File: src/rtl/keypad_scanner.sv
// 4x4 matrix keypad scanner: drives one row low at a time, debounces the
// column pattern and exposes the accepted keycode plus ready/overrun status.
module keypad_scanner #(
  parameter int unsigned SCAN_DIV     = 1000,
  parameter int unsigned DEBOUNCE_CNT = 20
) (
  input  logic        clk,
  input  logic        rst_n,
  output logic [3:0]  rowwrite,
  input  logic [3:0]  colread,
  input  logic        readyclr,
  input  logic        a0,
  output logic [15:0] dataout
);

  localparam int unsigned DivW = $clog2(SCAN_DIV);
  localparam int unsigned CntW = $clog2(DEBOUNCE_CNT + 1);
  localparam logic [DivW-1:0] DivLast   = DivW'(SCAN_DIV - 1);
  localparam logic [CntW-1:0] CntTarget = CntW'(DEBOUNCE_CNT);
  localparam logic [CntW-1:0] CntOne    = CntW'(1);

  typedef enum logic [1:0] {StScan, StDebounce, StHold} state_e;

  state_e          state_q, state_d;
  logic [3:0]      col_meta_q, col_sync_q;
  logic [DivW-1:0] div_q, div_d;
  logic [1:0]      row_q, row_d;
  logic [CntW-1:0] cnt_q, cnt_d;
  logic [3:0]      pat_q, pat_d;
  logic [3:0]      key_q, key_d;
  logic            ready_q, ready_d;
  logic            ovr_q, ovr_d;
  logic            tick;
  logic            accept;
  logic [3:0]      accept_pat;

  // Lowest column index whose bit is low in an active-low pattern.
  function automatic logic [1:0] low_col(input logic [3:0] p);
    logic [1:0] c;
    c = 2'd0;
    for (int i = 3; i >= 0; i--) begin
      if (!p[i]) c = 2'(i);
    end
    return c;
  endfunction

  assign tick  = (div_q == DivLast);
  assign div_d = tick ? '0 : div_q + DivW'(1);

  // FSM state register.
  always_ff @(posedge clk or negedge rst_n) begin
    if (!rst_n) begin
      state_q <= StScan;
    end else begin
      state_q <= state_d;
    end
  end

  // Next-state and scan datapath decisions, evaluated only at sample ticks.
  always_comb begin
    state_d    = state_q;
    row_d      = row_q;
    cnt_d      = cnt_q;
    pat_d      = pat_q;
    accept     = 1'b0;
    accept_pat = pat_q;
    if (tick) begin
      unique case (state_q)
        StScan: begin
          if (col_sync_q == 4'hF) begin
            row_d = row_q + 2'd1;
          end else begin
            pat_d = col_sync_q;
            if (CntTarget == CntOne) begin
              // Single-sample debounce accepts on the first press sample.
              accept     = 1'b1;
              accept_pat = col_sync_q;
              cnt_d      = '0;
              state_d    = StHold;
            end else begin
              cnt_d   = CntOne;
              state_d = StDebounce;
            end
          end
        end
        StDebounce: begin
          if (col_sync_q == pat_q) begin
            if (cnt_q + CntOne == CntTarget) begin
              accept  = 1'b1;
              cnt_d   = '0;
              state_d = StHold;
            end else begin
              cnt_d = cnt_q + CntOne;
            end
          end else begin
            row_d   = row_q + 2'd1;
            cnt_d   = '0;
            state_d = StScan;
          end
        end
        StHold: begin
          if (col_sync_q == 4'hF) begin
            if (cnt_q + CntOne == CntTarget) begin
              row_d   = row_q + 2'd1;
              cnt_d   = '0;
              state_d = StScan;
            end else begin
              cnt_d = cnt_q + CntOne;
            end
          end else begin
            cnt_d = '0;
          end
        end
        default: begin
          state_d = StScan;
          cnt_d   = '0;
        end
      endcase
    end
  end

  // Outputs: row drive, bus read mux, and keycode/status updates on accept.
  always_comb begin
    key_d   = key_q;
    ready_d = ready_q;
    ovr_d   = ovr_q;
    if (accept) begin
      key_d   = {row_q, low_col(accept_pat)};
      ready_d = 1'b1;
      // A clear on the same edge wins over the overrun condition.
      ovr_d   = readyclr ? 1'b0 : (ovr_q | ready_q);
    end else if (readyclr) begin
      ready_d = 1'b0;
      ovr_d   = 1'b0;
    end
    rowwrite = ~(4'b0001 << row_q);
    dataout  = a0 ? {14'b0, ovr_q, ready_q} : {12'b0, key_q};
  end

  // Synchronizer, slot timer and datapath registers.
  always_ff @(posedge clk or negedge rst_n) begin
    if (!rst_n) begin
      col_meta_q <= 4'hF;
      col_sync_q <= 4'hF;
      div_q      <= '0;
      row_q      <= 2'd0;
      cnt_q      <= '0;
      pat_q      <= 4'hF;
      key_q      <= 4'd0;
      ready_q    <= 1'b0;
      ovr_q      <= 1'b0;
    end else begin
      col_meta_q <= colread;
      col_sync_q <= col_meta_q;
      div_q      <= div_d;
      row_q      <= row_d;
      cnt_q      <= cnt_d;
      pat_q      <= pat_d;
      key_q      <= key_d;
      ready_q    <= ready_d;
      ovr_q      <= ovr_d;
    end
  end

endmodule

File: config.mk
export PLATFORM = sky130hd
export DESIGN_NAME = keypad_scanner
export DESIGN_NICKNAME = d
export VERILOG_FILES = /design/src/rtl/keypad_scanner.sv
export SDC_FILE = /design/constraint.sdc
export NUM_CORES = 1
export LEC_CHECK = 0
export CORE_MARGIN = 5
export CORE_UTILIZATION = 45
export DETAILED_ROUTE_END_ITERATION = 7
export PLACE_DENSITY = 0.71
export REMOVE_ABC_BUFFERS = 1
export SYNTH_ARGS = -nofsm -noshare
export SYNTH_HDL_FRONTEND = slang
export SYNTH_SLANG_ARGS = --single-unit
File: constraint.sdc
create_clock -name clk -period 1.7 [get_ports clk]
set_input_delay 0.34 -clock clk [delete_from_list [all_inputs] [get_ports clk]]
set_output_delay 0.34 -clock clk [all_outputs]
set_load 0.01 [all_outputs]
==> impl_metrics.csv <==
group,metric,value,unit
cts,clkLatencyLatePin,0.29,ns
detailed_routing,drcViolationCount,0,
timing,whs,0.357,ns
setup_path,cp_data_arrival_time,1.87,ns
floorplanning,rows,24,
finish,area_growth_syn_to_layout,32.1,%
place,place_ws,-0.324,ns
setup_path,slowest_stage,"dfstp_2",
setup_path,end_kind,"flop",
detailed_routing,drtIter0Drc,67,
timing,slew_violations,0,
global_routing,grt_max_degree,38,
power,ir_worst_vdd,0.000593,V
detailed_routing,vias,1381,
status,status,"completed",
timing,fin_crit_sh,99.8,%
timing,rsz0062_at_grt,"yes",
yosys,syn_area,0.00195,mm²
place,placed_area,0.00228,mm²
power,cellLeakagePower,0.00117,µW
flow_run,drv_cap,0,
finish,final_area,0.00257,mm²
power,cellPowerDensity,612,mW/mm²
yosys,yosysSeqAreaShare,48.3,%
place,port_buffers,15,
cts,path_clk_slew,0.07,ns
global_routing,grt-ovfl-total,0,
yosys,syn_avg_cell_area,11.1,µm²
setup_path,cp_cell_sequence,"xnor2_1, nand4_1, buf_4, nand2b_1, a211o_1, mux2_4",
cts,cts_hold_buf,0,
timing,max_freq,590,MHz
finish,final_util,60.3,%
place,place_congestion,0.831,
global_routing,grt_pass1_vias,1353,
setup_path,worstPathRequired,1.87,ns
yosys,synth_compound_area_share,9.00,%
detailed_routing,wl_per_cell,12.4,µm
finish,fillers,363,
cts,cts_buffers,5,
timing,period_minus_slack,1.70,ns
floorplanning,initial_core_util,45.7,%
global_routing,antenna_found_initial,0,
timing,tns,0,ns
cts,root_buffer,"clkbuf_8",
cts,h-tree-depth,2,
yosys,synth_top_family_by_area,"simple AND/OR/NAND/NOR gates",
floorplanning,io_pins,28,
setup_path,critPathLaunchType,"flop",
yosys,synth.distinct_cells,45,
detailed_routing,drtAntennaViolNets,0,
yosys,synth_fa_ha_area_share,3.86,%
detailed_routing,vias_per_cell,4.85,
global_routing,grt.total_usage,13.2,%
yosys,synth-seq-cells,37,
place,hpwl,2.38,mm
finish,nNetsFinal,246,
timing,fin_skew,0.00521,ns
timing,fin_ws,0.00406,ns
finish,n_antenna_cell,0,
cts,clock-sinks,37,
cts,clockBufferDepth,2,
yosys,synthXorXnorAreaFrac,5.40,%
setup_path,worstSetupPathType,"reg2reg",
finish,drive_gt1_share,38.6,%
yosys,synth_mux_area_share,6.56,%
yosys,ys_warn_count,0,
floorplanning,die_h,75.8,µm
finish,multiInputGateArea,990,µm²
yosys,synthCells,176,
global_routing,grt_pass1_wl,5.84,mm
floorplanning,core_area,0.00426,mm²
yosys,synth-simple-area-share,18.8,%
hold_path,hp-class,"reg2reg",
timing,setup_viol,0,
finish,regArea,941,µm²
setup_path,critPathMaxStageDelay,0.56,ns
floorplanning,fp.dieArea,0.00574,mm²
detailed_routing,routed_wl,3.53,mm
timing,hold_violations,0,
setup_path,cp_max_fo,4,
floorplanning,fp.dieW,75.8,µm
cts,cts_tree,"done",
detailed_routing,drtPass1Iterations,4,
==> metrics by stage <==
| stage | instances | total power (µW) |
|---|---|---|
| final | 285 | 1580 |
| after global routing | 285 | 1650 |
| after CTS | 282 | 1600 |
| after detailed placement | 262 | 985 |
| after global placement | 262 | 984 |
| after floorplan | 170 | 938 |
==> synthesized netlist by cell type <==
library cell / n / share of area, %
o21a_1: 1 / 0.39
nor4_1: 1 / 0.32
a21oi_1: 4 / 1.0
nand4bb_1: 1 / 0.58
buf_4: 14 / 5.4
a31oi_1: 3 / 0.96
nor2_1: 11 / 2.1
inv_1: 8 / 1.5
xor2_1: 3 / 1.3
nor3b_1: 3 / 1.2
o22ai_1: 2 / 0.64
nand2b_4: 1 / 0.71
nand3_1: 5 / 1.3
nand3_2: 1 / 0.51
o32ai_1: 1 / 0.45
clkbuf_1: 1 / 0.19
a21boi_0: 2 / 0.77
nand2b_1: 6 / 1.9
inv_2: 1 / 0.19
nand4_2: 1 / 0.64
nand2b_2: 1 / 0.45
a211o_1: 1 / 0.45
o2bb2ai_1: 1 / 0.45
o21ba_2: 1 / 0.51
and3_1: 3 / 0.96
dfstp_2: 12 / 16
dfrtp_1: 25 / 32
a211oi_1: 1 / 0.39
buf_2: 2 / 0.51
ha_1: 6 / 3.9
nor2b_1: 3 / 0.96
o21ai_0: 8 / 2.1
nor4_2: 1 / 0.64
mux2_1: 1 / 0.58
mux2_2: 9 / 5.2
nand2_1: 12 / 2.3
conb_1: 1 / 0.19
mux2_4: 1 / 0.77
xnor2_1: 9 / 4.0
nand4_1: 2 / 0.64
o31ai_1: 1 / 0.39
or2_1: 1 / 0.32
nor3_4: 1 / 0.84
a221o_1: 1 / 0.51
nor4b_4: 2 / 2.4
==> where the power goes <==
part	switching (µW)	internal, µW
clock	316	291
combinational	37.1	27.1
sequential	5.81	898
total	359	1220
==> repair_timing <==
item                                    CTS  global route
setup buffers                            12             4
endpoints found under the setup margin   19            19
pin swaps                                 2             8
resized for setup                        15            16
==> layer usage <==
metal	global-route usage [%]	vias up	wire length, µm
met5	0	-	0
met4	4.08	0	29
met3	3.17	5	165
met2	22.4	25	1750
met1	16.4	656	1590
li1	-	695	-
==> cells by family after synthesis <==
group           after synthesis
flops                        37
fa+ha+maj                     6
other cells                   1
compound gates               27
mux                          11
xor+xnor                     12
buf+inv                      26
simple gates                 56
==> layout make-up <==
class	instances	share of cell area (%)
Tap cell	52	2.53
Multi-Input combinational cell	124	38.5
Clock inverter	3	0.778
Inverter	9	1.31
Timing Repair Buffer	55	17.7
Sequential cell	37	36.6
Clock buffer	5	2.68
==> sequential cells by signal (all words and copies together) (netlist names) <==
signal      flops
div_q          10
cnt_q           5
accept_pat      4
col_meta_q      4
col_sync_q      4
key_q           4
row_q           2
state_q         2
ovr_q           1
ready_q         1
==> worst max-delay path, delay by kind of cell (launching register included) <==
family                    cells  cell delay [ns]
DFF                           1             0.56
xor gates and xnor gates      1             0.07
and+or+nand+nor               2             0.18
buffers and inverters         1             0.14
AOI/OAI and AO/OA             1             0.33
muxes                         1             0.30
==> cells in the final DEF, fill, tap and decap left out, types with 6 or more instances in the layout <==
cell and instances:
buf_4 39, xnor2_1 9, dfrtp_1 25, conb_1 12
nand2b_1 6, mux2_2 7, nand2_1 11, clkdlybuf4s50_1 6
nor2_1 11, dlygate4sd2_1 7, dfstp_2 12, inv_1 7
==> path summary, 6_finish.rpt <==
check                                          startpoint                   endpoint  slack [ns]  cells past startpoint
worst max-delay path            accept_pat[0]$_DFFE_PN1P_       row_q[1]$_DFFE_PN0P_       0.004                      6
worst min-delay path              col_meta_q[0]$_DFF_PN1_    col_sync_q[0]$_DFF_PN1_        0.36                      0
worst max register to register  accept_pat[0]$_DFFE_PN1P_       row_q[1]$_DFFE_PN0P_       0.004                      6
worst min register to register    col_meta_q[0]$_DFF_PN1_    col_sync_q[0]$_DFF_PN1_        0.36                      0
max in group asynchronous                           rst_n  accept_pat[0]$_DFFE_PN1P_        1.04                      2
min in group asynchronous                           rst_n         div_q[0]$_DFF_PN0_        0.42                      2
Note: power is estimated with default switching activity, not from simulation.
